==> src/rtl/clk_en_pkg.sv <==
// Shared types and constants for the clk_en_gen clock-enable generator.
// Divisor defaults assume the 100 MHz fabric clock.
package clk_en_pkg;

  localparam int unsigned DIV_W_DEF = 8;

  typedef logic [DIV_W_DEF-1:0] div_t;

  // 100 MHz / 4 = 25 MHz pixel cadence, 100 MHz / 10 = 10 MHz strobe (5 MHz square on tog)
  localparam div_t DIV_25M = div_t'(4);
  localparam div_t DIV_5M  = div_t'(10);

  // Channel-select width, never narrower than one bit
  function automatic int unsigned ch_idx_w(input int unsigned n);
    return (n > 1) ? $clog2(n) : 1;
  endfunction

endpackage

==> src/rtl/clk_en_ch.sv <==
// One clock-enable channel: counter (or NCO accumulator when CLK_EN_GEN_FRAC_EN
// is defined), shadow divisor with glitch-free apply on wrap, en/tog/pend outputs.
module clk_en_ch
  import clk_en_pkg::*;
#(
  parameter int unsigned      DIV_W    = DIV_W_DEF,
  parameter logic [DIV_W-1:0] DIV_INIT = DIV_W'(DIV_25M)
) (
  input  logic             clk,
  input  logic             rst_L,
  input  logic             sync,
  input  logic             wr,
  input  logic [DIV_W-1:0] wr_data,
  output logic             en,
  output logic             tog,
  output logic             pend
);

  logic [DIV_W-1:0] div_act_q, div_act_d;
  logic [DIV_W-1:0] div_shd_q, div_shd_d;
  // Holds the up-counter, or the phase accumulator in the fractional build
  logic [DIV_W-1:0] cnt_q, cnt_d;
  logic             en_q, en_d;
  logic             tog_q, tog_d;
  logic             pend_q, pend_d;

  logic             fire;
  logic [DIV_W-1:0] cnt_next;

`ifdef CLK_EN_GEN_FRAC_EN
  logic [DIV_W:0] sum;

  assign sum      = {1'b0, cnt_q} + {1'b0, div_act_q};
  assign fire     = sum[DIV_W];
  assign cnt_next = sum[DIV_W-1:0];
`else
  logic [DIV_W-1:0] last;

  // A divisor of 0 behaves as 1, so the terminal count is 0 in both cases
  assign last     = (div_act_q == '0) ? '0 : div_act_q - DIV_W'(1);
  assign fire     = (cnt_q == last);
  assign cnt_next = fire ? '0 : cnt_q + DIV_W'(1);
`endif

  always_comb begin
    div_shd_d = wr ? wr_data : div_shd_q;
    div_act_d = div_act_q;
    cnt_d     = cnt_next;
    en_d      = fire;
    tog_d     = tog_q ^ fire;
    pend_d    = pend_q;

    // Apply takes the shadow as it was before this edge's write
    if (fire) begin
      div_act_d = div_shd_q;
      pend_d    = 1'b0;
    end
    if (wr) begin
      pend_d = 1'b1;
    end

    // Sync wins over wrap and also absorbs a write landing on the same edge
    if (sync) begin
      cnt_d     = '0;
      div_act_d = div_shd_d;
      en_d      = 1'b0;
      tog_d     = 1'b0;
      pend_d    = 1'b0;
    end
  end

  always_ff @(posedge clk or negedge rst_L) begin
    if (!rst_L) begin
      div_act_q <= DIV_INIT;
      div_shd_q <= DIV_INIT;
      cnt_q     <= '0;
      en_q      <= 1'b0;
      tog_q     <= 1'b0;
      pend_q    <= 1'b0;
    end else begin
      div_act_q <= div_act_d;
      div_shd_q <= div_shd_d;
      cnt_q     <= cnt_d;
      en_q      <= en_d;
      tog_q     <= tog_d;
      pend_q    <= pend_d;
    end
  end

  assign en   = en_q;
  assign tog  = tog_q;
  assign pend = pend_q;

endmodule

==> src/rtl/clk_en_gen.sv <==
// Multi-channel clock-enable generator: per-channel strobes and 50% toggles on clk.
// Define CLK_EN_GEN_FRAC_EN to turn every channel into a fractional NCO.
module clk_en_gen
  import clk_en_pkg::*;
#(
  parameter int unsigned             NUM_CH   = 2,
  parameter int unsigned             DIV_W    = DIV_W_DEF,
  parameter logic [NUM_CH*DIV_W-1:0] DIV_INIT = {DIV_5M, DIV_25M}
) (
  input  logic                          clk,
  input  logic                          rst_L,
  input  logic                          div_wr,
  input  logic [ch_idx_w(NUM_CH)-1:0]   div_ch,
  input  logic [DIV_W-1:0]              div_data,
  input  logic                          sync_req,
  output logic [NUM_CH-1:0]             en,
  output logic [NUM_CH-1:0]             tog,
  output logic [NUM_CH-1:0]             pend
);

  logic in_range;

  // Out-of-range channel numbers are dropped rather than aliased
  assign in_range = 32'(div_ch) < NUM_CH;

  for (genvar i = 0; i < NUM_CH; i++) begin : g_ch
    logic wr_sel;

    assign wr_sel = div_wr && in_range && (32'(div_ch) == i);

    clk_en_ch #(
      .DIV_W    (DIV_W),
      .DIV_INIT (DIV_INIT[i*DIV_W +: DIV_W])
    ) u_ch (
      .clk     (clk),
      .rst_L   (rst_L),
      .sync    (sync_req),
      .wr      (wr_sel),
      .wr_data (div_data),
      .en      (en[i]),
      .tog     (tog[i]),
      .pend    (pend[i])
    );
  end

endmodule

==> config.mk <==
export PLATFORM = sky130hd
export DESIGN_NAME = clk_en_gen
export DESIGN_NICKNAME = d
export VERILOG_FILES = /design/src/rtl/clk_en_pkg.sv /design/src/rtl/clk_en_ch.sv /design/src/rtl/clk_en_gen.sv
export SDC_FILE = /design/constraint.sdc
export NUM_CORES = 1
export LEC_CHECK = 0
export CELL_PAD_IN_SITES_DETAIL_PLACEMENT = 1
export CELL_PAD_IN_SITES_GLOBAL_PLACEMENT = 2
export CORE_MARGIN = 2
export CORE_UTILIZATION = 39
export DETAILED_ROUTE_END_ITERATION = 16
export PLACE_DENSITY_LB_ADDON = 0.3
export SLEW_MARGIN = 30
export SYNTH_ARGS = -nofsm -noshare
export SYNTH_HDL_FRONTEND = slang
export SYNTH_SLANG_ARGS = --single-unit
==> constraint.sdc <==
create_clock -name clk -period 3.13 [get_ports clk]
set_input_delay 0.4695 -clock clk [delete_from_list [all_inputs] [get_ports clk]]
set_output_delay 0.4695 -clock clk [all_outputs]
set_load 0.005 [all_outputs]
==> metrics.md, run 1 <==
| Metric | Value |
|---|---|
| Reg power frac | `51.9%` |
| Tot GR Track Use | `16.6%` |
| Combinational power share | `about a quarter` |
| Slowest stage delay, CP | `0.56 ns` |
| Clock power share | `23.5%` |
| Synthesized area | `a little over 3000 sq um` |
| IO buf count | `18` |
| Die Span X | `approximately 90 microns` |
| Clk_skew | `0.00442 ns` |
| Net count, final | `about 320` |
| Top cells by area, synth | `dfrtp_1, mux2_2, xnor2_1, dfstp_2, nor2_1` |
| Initial Utilization | `39.8%` |
| Top cell type's share of synthesized area | `39.5%` |
| Number of fill cells in the layout | `837` |
| Vias | `approximately 2,100` |
| Die Ht | `92.4 microns` |
| Final Setup Violations | `0` |
| Post-route antenna net violation count | `0` |
| Fmax | `348 MHz` |
| TritonCTS buffer count | `5` |
| Vias in the first global route | `2,150` |
| Setup tns final | `0 ns` |
| Vias per cell | `5.18` |
| Initial antenna violation count | `0` |
| Primary FF master, synth | `dfrtp_1` |
| Top Usage Layer GRT | `met2` |
| DRT Wirelength | `6430 microns` |
| I/O pins | `19` |
| TritonCTS clock tree | `done` |
| Final hold violation count | `0` |
| Die Area | `8530 sq um` |
| Net switching power | `516 uW` |
| RSZ-0062 raised after global routing | `no` |
| Tmin final | `2.87 ns` |
| Post-layout util | `44.3%` |
| Critical path class | `register to register` |
| ANT cells | `0` |
| Setup crit end kind | `register` |
| Number of synthesized flops with an enable pin | `0` |
| Startpoint Class | `register` |
| Core area | `between 7000 and 8000 sq um` |
| # H-tree levels | `2` |
| Worst EP required | `3.33 ns` |
| YS warnings | `0` |
| CP arrival | `3.07 ns` |
| Cell Int Power | `~1200 uW` |
| WHS | `0.140 ns` |
| Cell row count | `32` |
| Final period utilization | `91.8%` |
| GR Util met1 | `24.1%` |
| Multi-input logic area | `1530 sq um` |
| Met2 Usage GRT | `25.3%` |
| Wirelength per Cell | `16.0 microns` |
| Hold_buf cts | `0` |
| CTS clk-pin slew, worst paths | `0.09 ns` |
| CTS sink count | `54` |
| Fraction of layout cells with a size suffix above 1 | `19.3%` |
| Detailed Place HPWL | `4800 microns` |
| Root Driver | `clkbuf_8` |
| Post-Synthesis Cells | `287` |
| Slowest CP cell | `dfstp_2` |
| DRT Pass-1 Iters | `4` |
| Commonest cells post-synth | `dfrtp_1, nor2_1, mux2_2` |
| Crit-path cells | `inv_1, ha_1, xnor2_1, nand2_1, a211oi_1, o22ai_1, a2111oi_2, buf_4, mux2_1, mux2_2` |
| First-pass GRT wire length | `about 11,000 microns` |
| Leakage power | `0.00138 uW` |
| Cell variety after synth | `53` |
| Synth-to-Final Area Change | `11.3%` |
| Placer Congestion | `between 0.7 and 0.8` |
| Largest net degree at the start of global routing | `34` |
| DR iter-0 viols | `60` |
| Switching Share | `30.4%` |
| Mapped Nets | `304` |
| Pins over their slew limit | `0` |
| Max FO, Critical Path | `12` |
| Worst Hold Class | `primary input to async pin` |
| Most common cell in the netlist | `dfrtp_1` |
| Worst slew margin | `a little over three fifths` |
| Register area share after synthesis | `between 40% and 50%` |
| CTS max path bufs | `2` |
| Grt total ovfl | `0` |
| Register area | `about 1400 sq um` |
| Async SR Flop Fraction | `100%` |
| Slew @ Worst Pin | `about 0.56 ns` |
| Met3 GRT Util | `approximately 3.5%` |
| Max Cap Viol | `0` |
| Maximum vdd ir drop | `0.163 mV` |
| Worst-Skew Late Latency | `0.31 ns` |
| Post-synthesis register bit count | `54` |
| # DRC | `0` |
| PD cells | `500 nW/um^2` |
| Syn Area/Cell | `around 11 sq um` |
| Synth area leader | `dfrtp_1` |
| Outcome | `finished clean` |
[layer usage]
metal | up-vias | wire [microns]
li1 | 1009 | -
met1 | 1036 | 3200
met2 | 31 | 2930
met3 | 6 | 234
met4 | 0 | 76
met5 | - | 0
[critical path, delay by kind of cell (launching register included)]
family,cells,cell delay [ns]
simple gates,1,0.10
flops,1,0.56
xor+xnor,1,0.26
compound gates,3,0.71
buf+inv,2,0.31
fa+ha+maj,1,0.23
mux,2,0.59
[power groups by stage]
stage                     clock, uW  sequential, uW  combinational, uW
after floorplan                   0             854                338
after global placement            0             891                408
after detailed placement          0             894                419
after CTS                       425             880                421
after global routing            452             899                469
final                           399             880                417
[timing repair]
item,in CTS,in global routing
resized for setup,0,1
endpoints found under the setup margin,0,7
setup buffers,0,1
[flip-flops by register name, summed over array words and instances, names as in the netlist]
name and flops:
g_ch.u_ch.tog 2, g_ch.u_ch.div_shd_q 16, g_ch.u_ch.pend 2, g_ch.u_ch.div_act_q 16
g_ch.u_ch.cnt_q 16, g_ch.u_ch.en 2
[worst paths after layout]
path | start | end | slack (ns) | depth (start not counted)
max in group asynchronous | rst_L | g_ch[0].u_ch.div_act_q[2] | 2.36 | 2
min in group clk | g_ch[1].u_ch.div_shd_q[6] | g_ch[1].u_ch.div_shd_q[6] | 0.53 | 1
setup / recovery | g_ch[1].u_ch.div_act_q[1] | g_ch[1].u_ch.div_act_q[2] | 0.26 | 10
hold / removal | rst_L | g_ch[1].u_ch.div_act_q[4] | 0.14 | 1
hold reg to reg | g_ch[1].u_ch.div_shd_q[6] | g_ch[1].u_ch.div_shd_q[6] | 0.53 | 1
setup reg to reg | g_ch[1].u_ch.div_act_q[1] | g_ch[1].u_ch.div_act_q[2] | 0.26 | 10
[placed cells by master (no fill, tap or decap), types with 3 or more instances in the layout]
master and n:
nor2_1 36, xnor2_1 19, nand2_1 10, o21ai_1 3, nor2b_1 3, mux2_2 24, and2_1 3, clkdlybuf4s50_1 17
buf_4 7, xor2_1 12, nor4_1 3, ha_1 4, nor3_1 6, mux2_1 8, dfstp_2 6, inv_1 7
dfrtp_1 48, clkbuf_8 6, nand2b_1 3, and3_1 5, mux2i_1 9, a21oi_1 11, nand3_1 9
[cell type report]
cell class              count  share of cell area (%)
inverters                   8                   0.886
repair buffers             26                    7.31
well taps                 102                    3.77
clock buffers               7                    2.55
flip-flops and latches     54                    40.1
clock inverters             1                   0.148
multi-input cells         204                    45.2
[logic make-up (layout without fill, tap and decap cells)]
logic type | Yosys count | count (layout) | share of synthesized area [%]
AO/OA/AOI/OAI | 32 | 32 | 7.60
XOR/XNOR | 31 | 31 | 8.92
adder cells (fa/ha/maj) | 4 | 4 | 1.64
buffers and inverters | 29 | 42 | 5.18
flip-flops | 54 | 54 | 44.6
multiplexers | 43 | 43 | 15.8
AND/OR/NAND/NOR | 94 | 94 | 16.2
[stage by stage]
stage / cells / total power, uW / area, sq um / setup WS (ns)
finish: 402 / 1700 / 3390 / 0.257
global route: 402 / 1820 / 3390 / 0.00323
CTS: 401 / 1730 / 3380 / 0.220
detailed placement: 393 / 1310 / 3280 / 0.255
global placement: 393 / 1300 / 3280 / 0.255
floorplan: 287 / 1190 / 3040 / 0.304
No activity file was read; power rests on OpenSTA's default activity.
==> inputs of run 2 (changes only) <==
SLEW_MARGIN = unset   (was 30)
==> results of run 2 <==
No change in the layout: final DEF, timing and power equal those of run 1.
==> RTL edit (settings of run 1) <==
`DIV_W_DEF`: 8 -> 10.
--- a/src/rtl/clk_en_pkg.sv
+++ b/src/rtl/clk_en_pkg.sv
@@ -3,5 +3,5 @@
 package clk_en_pkg;
 
-  localparam int unsigned DIV_W_DEF = 8;
+  localparam int unsigned DIV_W_DEF = 10;
 
   typedef logic [DIV_W_DEF-1:0] div_t;
Interface: changed (resized div_data); port bits go from 19 to 21. The function was not compared with the original's and may differ.
==> RTL edit against run 1 <==
  * Clock skew is 0.0052 ns higher
  * Total power is 47% higher
  * Synthesized cell count is 40% higher
  * Synthesized area is 27% higher
  * Via count is 55% higher
  * Core utilization is 2.9 points higher
  * Setup slack worse by 0.15 ns
  * Wire length is 62% higher
  * Sequential cell count is 12 higher
  * Design area is 35% higher
  * Critical path type unchanged
  * Largest cell class unchanged
  * Largest power group unchanged
==> RTL edit: results (changes against run 1) <==
- Number of global-route vias before repair: 3328 (+55%)
- Yosys cell types: 63 (+19%)
- Latest clock arrival within the worst-skew pair: 0.36 ns (+0.05 ns)
- CP Max Fanout: 11 (-1)
- Least-Margin Pin Slew: 0.8452 ns (+0.2864 ns)
- Area of the multi-input gates: 2029 um^2 (+32%)
- WL per Instance: 18.24 um (+14%)
- RR Endpoint: g_ch[0].u_ch.div_act_q[7]
- Worst Skew: 0.009588 ns (+0.005164 ns)
- DRT iter0 DRCs: 108 (+80%)
- Net Sw Frac: 29.76% (-0.66 points)
- Layout cell share with drive strength beyond 1: 21.46% (+2.1 points)
- CP arrival: 3.26 ns (+0.19 ns)
- Inserted Clock Buffers: 9 (+4)
- Vias per inst: 5.641 (+8.9%)
- # fillers: 1087 (+30%)
- Crit. Startpoint: g_ch[0].u_ch.div_act_q[2]
- CP max stage cell: or4_4
- Status: finished clean
- Dpl hpwl: 7.219 mm (+51%)
- Routed via count: 3221 (+55%)
- Crit path largest cell delay: 0.44 ns (-0.12 ns)
- Final RePlAce weighted congestion: 0.8246 (+3.4%)
- IO Port Bufs: 20 (+2)
- Synth Net Count: 422 (+39%)
- Synth top cells by count: dfrtp_1 (60), nor3_1 (30), nand2_1 (29)
[RTL edit: per-layer routing]
metal / vias to the layer above / wire, um / global-route usage, %
met5: - / 0 / 0
met4: 0 / 130 / 7.722
met3: 10 / 292 / 2.958
met2: 52 / 5065 / 32.50
met1: 1626 / 4926 / 28.14
li1: 1533 / - / -
[RTL edit: through the flow]
stage | hold WS, ns | power, W | setup slack [ns]
after floorplan | 0.1739 | 0.001398 | 0.2265
final | 0.2922 | 0.002494 | 0.1043
after global placement | 0.4897 | 0.001568 | 0.1178
after CTS | 0.3372 | 0.002472 | 0.04746
after detailed placement | 0.4958 | 0.001589 | -0.01843
after global routing | 0.3732 | 0.002623 | -0.02153
[RTL edit: area by class of cell]
class / instances / share of cell area (%)
Tap cell: 133 / 3.638
Inverter: 28 / 2.298
Sequential cell: 66 / 36.30
Clock buffer: 11 / 2.872
Multi-Input combinational cell: 283 / 44.37
Timing Repair Buffer: 45 / 8.260
Clock inverter: 5 / 2.270
[RTL edit: critical path: cells and delay by family (launching register included)]
| kind | cells | cell delay, ns |
|---|---|---|
| and+or+nand+nor | 3 | 1.21 |
| AOI/OAI and AO/OA | 4 | 0.91 |
| DFF | 1 | 0.42 |
| buffers and inverters | 2 | 0.37 |
[RTL edit: logic make-up (layout without fill, tap and decap cells)]
family | after synthesis | after routing | share of synthesized area, %
AO/OA/AOI/OAI | 79 | 79 | 14.84
XOR/XNOR | 27 | 27 | 6.123
adder cells (fa/ha/maj) | 4 | 4 | 1.296
buffers and inverters | 55 | 89 | 6.608
flip-flops | 66 | 66 | 42.95
multiplexers | 21 | 21 | 6.123
AND/OR/NAND/NOR | 151 | 152 | 22.06
